### config.mk
export PLATFORM = sky130hd
export DESIGN_NAME = btn_conditioner_array
export DESIGN_NICKNAME = d
export VERILOG_FILES = /design/src/rtl/btn_conditioner_array.sv
export SDC_FILE = /design/constraint.sdc
export NUM_CORES = 1
export LEC_CHECK = 0
export ABC_AREA = 1
export ABC_CLOCK_PERIOD_IN_PS = 2400
export CAP_MARGIN = 20
export CORE_MARGIN = 5
export CORE_UTILIZATION = 40
export DETAILED_ROUTE_END_ITERATION = 6
export GPL_TIMING_DRIVEN = 0
export PLACE_DENSITY = 0.62
export SYNTH_ARGS = -nofsm -noshare
export SYNTH_HDL_FRONTEND = slang
export SYNTH_SLANG_ARGS = --single-unit
### constraint.sdc
create_clock -name clk -period 2.4 [get_ports clk]
set_input_delay 0.6 -clock clk [delete_from_list [all_inputs] [get_ports clk]]
set_output_delay 0.6 -clock clk [all_outputs]
set_load 0.01 [all_outputs]
### src/rtl/btn_conditioner_array.sv
// btn_conditioner_array: N-channel 2-FF sync, debounce, press/release/long one-pulses, sticky W1C press flags.
// Define AUTO_REPEAT_EN to generate per-channel auto-repeat pulses after a long press.
module btn_conditioner_array #(
    parameter int N_CH            = 4,
    parameter int DEBOUNCE_CYCLES = 8,
    parameter int HOLD_CYCLES     = 32,
    parameter int REPEAT_PERIOD   = 16
) (
    input  logic            clk,
    input  logic            rst,
    input  logic [N_CH-1:0] btn_in,
    input  logic [N_CH-1:0] clr_flag,
    output logic [N_CH-1:0] level,
    output logic [N_CH-1:0] press_pulse,
    output logic [N_CH-1:0] release_pulse,
    output logic [N_CH-1:0] long_pulse,
    output logic [N_CH-1:0] repeat_pulse,
    output logic [N_CH-1:0] press_flag,
    output logic            any_press
);
    localparam int DW = $clog2(DEBOUNCE_CYCLES + 1);
    localparam int HW = $clog2(HOLD_CYCLES + 1);
    localparam logic [DW-1:0] D_LAST = DW'(DEBOUNCE_CYCLES - 1);
    localparam logic [HW-1:0] H_MAX  = HW'(HOLD_CYCLES);
    localparam logic [HW-1:0] H_LAST = HW'(HOLD_CYCLES - 1);

    if (N_CH < 1 || DEBOUNCE_CYCLES < 1 || HOLD_CYCLES < 1 || REPEAT_PERIOD < 1) begin : g_bad_param
        $error("btn_conditioner_array: all parameters must be >= 1");
    end

    logic [N_CH-1:0] s1_q, s1_d, s2_q, s2_d, level_q, level_d, press_q, press_d;
    logic [N_CH-1:0] release_q, release_d, long_q, long_d, flag_q, flag_d, done;
    logic [N_CH-1:0][DW-1:0] dcnt_q, dcnt_d;
    logic [N_CH-1:0][HW-1:0] hcnt_q, hcnt_d;
    logic any_q, any_d;

    always_comb begin
        s1_d = btn_in;
        s2_d = s1_q;
        done = '0;
        level_d = level_q;
        press_d = '0;
        release_d = '0;
        long_d = '0;
        flag_d = flag_q;
        dcnt_d = dcnt_q;
        hcnt_d = hcnt_q;
        for (int i = 0; i < N_CH; i++) begin
            done[i] = s2_q[i] != level_q[i] && dcnt_q[i] == D_LAST;
            dcnt_d[i] = (s2_q[i] == level_q[i] || done[i]) ? '0 : dcnt_q[i] + 1'b1;
            level_d[i] = done[i] ? s2_q[i] : level_q[i];
            press_d[i] = done[i] && s2_q[i];
            release_d[i] = done[i] && !s2_q[i];
            // level_q is still 0 on the press edge, so this also clears the count there
            hcnt_d[i] = !level_q[i] ? '0 : hcnt_q[i] == H_MAX ? H_MAX : hcnt_q[i] + 1'b1;
            long_d[i] = level_q[i] && level_d[i] && hcnt_q[i] == H_LAST;
            flag_d[i] = press_q[i] || (flag_q[i] && !clr_flag[i]);
        end
        any_d = |press_d;
    end

    always_ff @(posedge clk) begin
        if (rst) begin
            s1_q <= '0;
            s2_q <= '0;
            level_q <= '0;
            press_q <= '0;
            release_q <= '0;
            long_q <= '0;
            flag_q <= '0;
            dcnt_q <= '0;
            hcnt_q <= '0;
            any_q <= 1'b0;
        end else begin
            s1_q <= s1_d;
            s2_q <= s2_d;
            level_q <= level_d;
            press_q <= press_d;
            release_q <= release_d;
            long_q <= long_d;
            flag_q <= flag_d;
            dcnt_q <= dcnt_d;
            hcnt_q <= hcnt_d;
            any_q <= any_d;
        end
    end

`ifdef AUTO_REPEAT_EN
    localparam int RW = $clog2(REPEAT_PERIOD + 1);
    localparam logic [RW-1:0] R_LAST = RW'(REPEAT_PERIOD - 1);
    logic [N_CH-1:0][RW-1:0] rcnt_q, rcnt_d;
    logic [N_CH-1:0] rep_q, rep_d;

    always_comb begin
        rep_d = '0;
        rcnt_d = rcnt_q;
        for (int i = 0; i < N_CH; i++) begin
            rep_d[i] = long_d[i] || (level_q[i] && level_d[i] && hcnt_q[i] == H_MAX && rcnt_q[i] == R_LAST);
            rcnt_d[i] = (!level_d[i] || rep_d[i] || hcnt_q[i] != H_MAX) ? '0 : rcnt_q[i] + 1'b1;
        end
    end

    always_ff @(posedge clk) begin
        if (rst) begin
            rep_q <= '0;
            rcnt_q <= '0;
        end else begin
            rep_q <= rep_d;
            rcnt_q <= rcnt_d;
        end
    end

    assign repeat_pulse = rep_q;
`else
    assign repeat_pulse = '0;
`endif

    assign level = level_q;
    assign press_pulse = press_q;
    assign release_pulse = release_q;
    assign long_pulse = long_q;
    assign press_flag = flag_q;
    assign any_press = any_q;
endmodule

==> qor.yml, run 1 <==
timing:
  fmax_mhz: 523
  hold_violations: 0
  final-setup-viol-count: 0
  drv_slew: 0
  holdWs_ns: 0.404
  clock_skew_ns: 0.00294
  rsz0062_at_grt: "no"
  setup_tns_ns: 0
  min_period_ns: 1.91
  post-route-period-util: 0.797
setup_path:
  timing.rr.start: "dcnt_q[4]"
  worstSetupPathDepth: 1
  cp_cell_sequence: "clkdlybuf4s50_1"
  start_kind: "flip-flop"
  rr_endpoint: "dcnt_q[4]"
  worst-path-max-fanout: 6
  r2r_cells: 6
  cp_slowest_cell: "clkdlybuf4s50_1"
  critical_path_class: "reg -> out"
  critPathRequiredTime_ns: 1.80
  crit_path_max_incr_delay_ns: 0.57
  cp_num_buf_inv: 1
  cp_top_family: "buffers and inverters"
  rrSetupSlack_ns: 1.21
  crit_arrival_ns: 1.31
  end_kind: "output port"
min_path:
  hold_end: "s2_q[1]"
  hold_path.class: "reg -> reg"
  hold_depth: 2
  hp-start: "s1_q[1]"
synthesis:
  syn_area_mm2: 0.00267
  synth_area_leader_cell: "dfxtp_1"
  yosys.cell_types.count: 20
  syn_inst: 324
  synth_area_leaders: "dfxtp_1, nor2_1, inv_1"
  synth.avg_cell_area_um2: 8.23
  netlist.area_leader.share: 0.518
  synth_warnings: 0
  ys_seq_area_frac: 0.518
  synth-seq-cells: 69
route:
  detail-route-antenna-nets: 0
  drt_iter0_drc: 31
  remaining_drc_errors: 0
  wl_per_cell_um: 9.34
  firstDrtPassIters: 4
  vias: 1960
  routed_wirelength_um: 4190
  routed_via_density: 4.37
die:
  io_pins: 35
  coreArea_mm2: 0.00642
  start_util: 0.415
  die_h_um: 91.6
  fp-row-count: 29
  dieArea_mm2: 0.00840
  die_w_um: 91.6
place:
  placed_area_mm2: 0.00307
  gp_congestion: 0.715
  port_buffers: 30
  hpwl_um: 3140
final_layout:
  drive_gt1_frac: 0.0941
  design_area_mm2: 0.00325
  area_growth_pct: 22.0
  num-nets-final: 390
  num_antenna_cells: 0
  postLayoutCoreUtil: 0.506
grt:
  track_usage: 0.114
  overflow: 0
  antenna_found_initial: 0
  met1_usage: 0.135
  top_usage_layer: "met2"
  grt_max_degree: 11
  use_met2: 0.184
  grt_pass1_wl_um: 7840
  grt_pass1_vias: 1882
  use_met3: 0.0516
clock_tree:
  cts_tree: "yes"
  htreeDepth: 3
  cts_setup_buffers: 0
  cts_buffers: 9
  clk_path_buf_depth: 2
  clk_pin_slew_worst_paths_ns: 0.07
  insertion_delay_ns: 0.33
  ctsRootBufferMaster: "clkbuf_8"
  cts.sinks: 69
  holdBufCountCts: 0
  cts-resized-gates: 0
pwr:
  p_total_mw: 2.04
  power_leakage_nw: 1.25
  power_per_cell_area_mw_per_mm2: 628
  worst_ir_drop_vdd_uv: 411
run_status:
  outcome: "completed"
run:
  maxCapViolations: 0
-- through the flow --
step / worst slack (ns) / cells
2_1_floorplan: 1.27 / 327
3_3_place_gp: 0.637 / 434
3_5_place_dp: 0.645 / 434
4_1_cts: 0.466 / 449
5_1_grt: 0.410 / 449
6_report: 0.488 / 449
-- where the power goes --
part / internal, mW / leakage (nW) / total, mW / switching, mW
sequential: 1.15 / 0.558 / 1.16 / 0.00375
combinational: 0.0263 / 0.597 / 0.0524 / 0.0261
clock: 0.453 / 0.0926 / 0.834 / 0.381
total: 1.63 / 1.25 / 2.04 / 0.411
-- cell type report --
type	count	area, µm²
Buffer	7	51.3
Clock buffer	14	173
Clock inverter	1	5.00
Fill cell	644	3170
Inverter	46	173
Multi-Input combinational cell	205	1070
Sequential cell	69	1380
Tap cell	77	96.3
Timing Repair Buffer	30	300
-- state kept, by name, indices dropped and copies added, names as in the netlist --
name and flops:
hcnt_q 24, dcnt_q 16, level 4, long_pulse 4, press_flag 4, press_pulse 4, release_pulse 4, s1_q 4
s2_q 4, any_press 1
-- cell families (layout without fill, tap and decap cells) --
logic type,Yosys count,after routing,synth area share
compound gates,19,19,0.0385
xor+xnor,19,19,0.0624
fa+ha+maj,12,12,0.0563
buf+inv,53,98,0.0840
flops,69,69,0.518
other cells,1,4,0.00141
simple gates,151,151,0.239
-- cells in the mapped netlist --
cell,count
a21oi_1,8
buf_2,2
buf_4,4
buf_6,1
conb_1,1
dfxtp_1,69
ha_1,12
inv_1,43
inv_2,3
nand2_1,28
nand3_1,21
nor2_1,91
nor2_2,6
nor2_4,3
nor3_1,1
nor3_2,1
o21ai_0,9
o21ai_2,2
xnor2_1,7
xor2_1,12
-- per-layer routing --
| metal | wire length, µm | up-vias | part of all wire |
|---|---|---|---|
| li1 | - | 1063 | - |
| met5 | 0 | - | 0 |
| met2 | 1800 | 36 | 0.43 |
| met1 | 2050 | 854 | 0.49 |
| met4 | 58 | 0 | 0.014 |
| met3 | 283 | 7 | 0.067 |
-- layout by cell type, fill, tap and decap left out, types with 2 or more instances in the layout --
cell type / netlist / final
nor2_1: 91 / 91
a21oi_1: 8 / 8
o21ai_0: 9 / 9
clkbuf_8: 0 / 12
nand2_1: 28 / 28
clkbuf_1: 0 / 2
o21ai_2: 2 / 2
xnor2_1: 7 / 7
buf_4: 4 / 4
nand3_1: 21 / 21
xor2_1: 12 / 12
inv_1: 43 / 43
conb_1: 1 / 4
buf_2: 2 / 2
clkdlybuf4s50_1: 0 / 30
dfxtp_1: 69 / 69
nor2_4: 3 / 3
nor2_2: 6 / 6
inv_2: 3 / 3
ha_1: 12 / 12
-- worst max-delay path by stage --
stage | startpoint | end | slack [ns]
5_1_grt | level[3] | level[3] | 0.41
2_1_floorplan | rst | long_pulse[3] | 1.27
6_report | level[3] | level[3] | 0.49
3_3_place_gp | rst | press_pulse[3] | 0.64
3_5_place_dp | rst | press_flag[2] | 0.65
4_1_cts | level[3] | level[3] | 0.47
No activity file was read; power rests on OpenSTA's default activity.
==> run 2, diff against run 1 <==
- ABC_CLOCK_PERIOD_IN_PS: 2400 -> 1900
- clock period: 2.4 -> 1.9 ns (I/O delays scaled with it)
==> results of run 2 <==
Same layout as run 1 (identical final DEF). Status: completed.
Main changes from that run: setup slack after placement 0.645 ns -> 0.270 ns; setup slack after layout 0.488 ns -> 0.113 ns; register-to-register setup slack 1.21 ns -> 0.71 ns; total power 2.04 mW -> 2.58 mW; worst IR drop on VDD 411 µV -> 519 µV
==> run 3, diff against run 2 <==
- ABC_CLOCK_PERIOD_IN_PS: 1900 -> 2050
- clock period: 1.9 -> 2.05 ns (I/O delays scaled with it)
==> results of run 3 <==
Same layout as run 1 (identical final DEF). Status: completed.
Main changes from that run: setup slack after placement 0.645 ns -> 0.383 ns; setup slack after layout 0.488 ns -> 0.226 ns; register-to-register setup slack 1.21 ns -> 0.86 ns; total power 2.04 mW -> 2.39 mW; worst IR drop on VDD 411 µV -> 481 µV
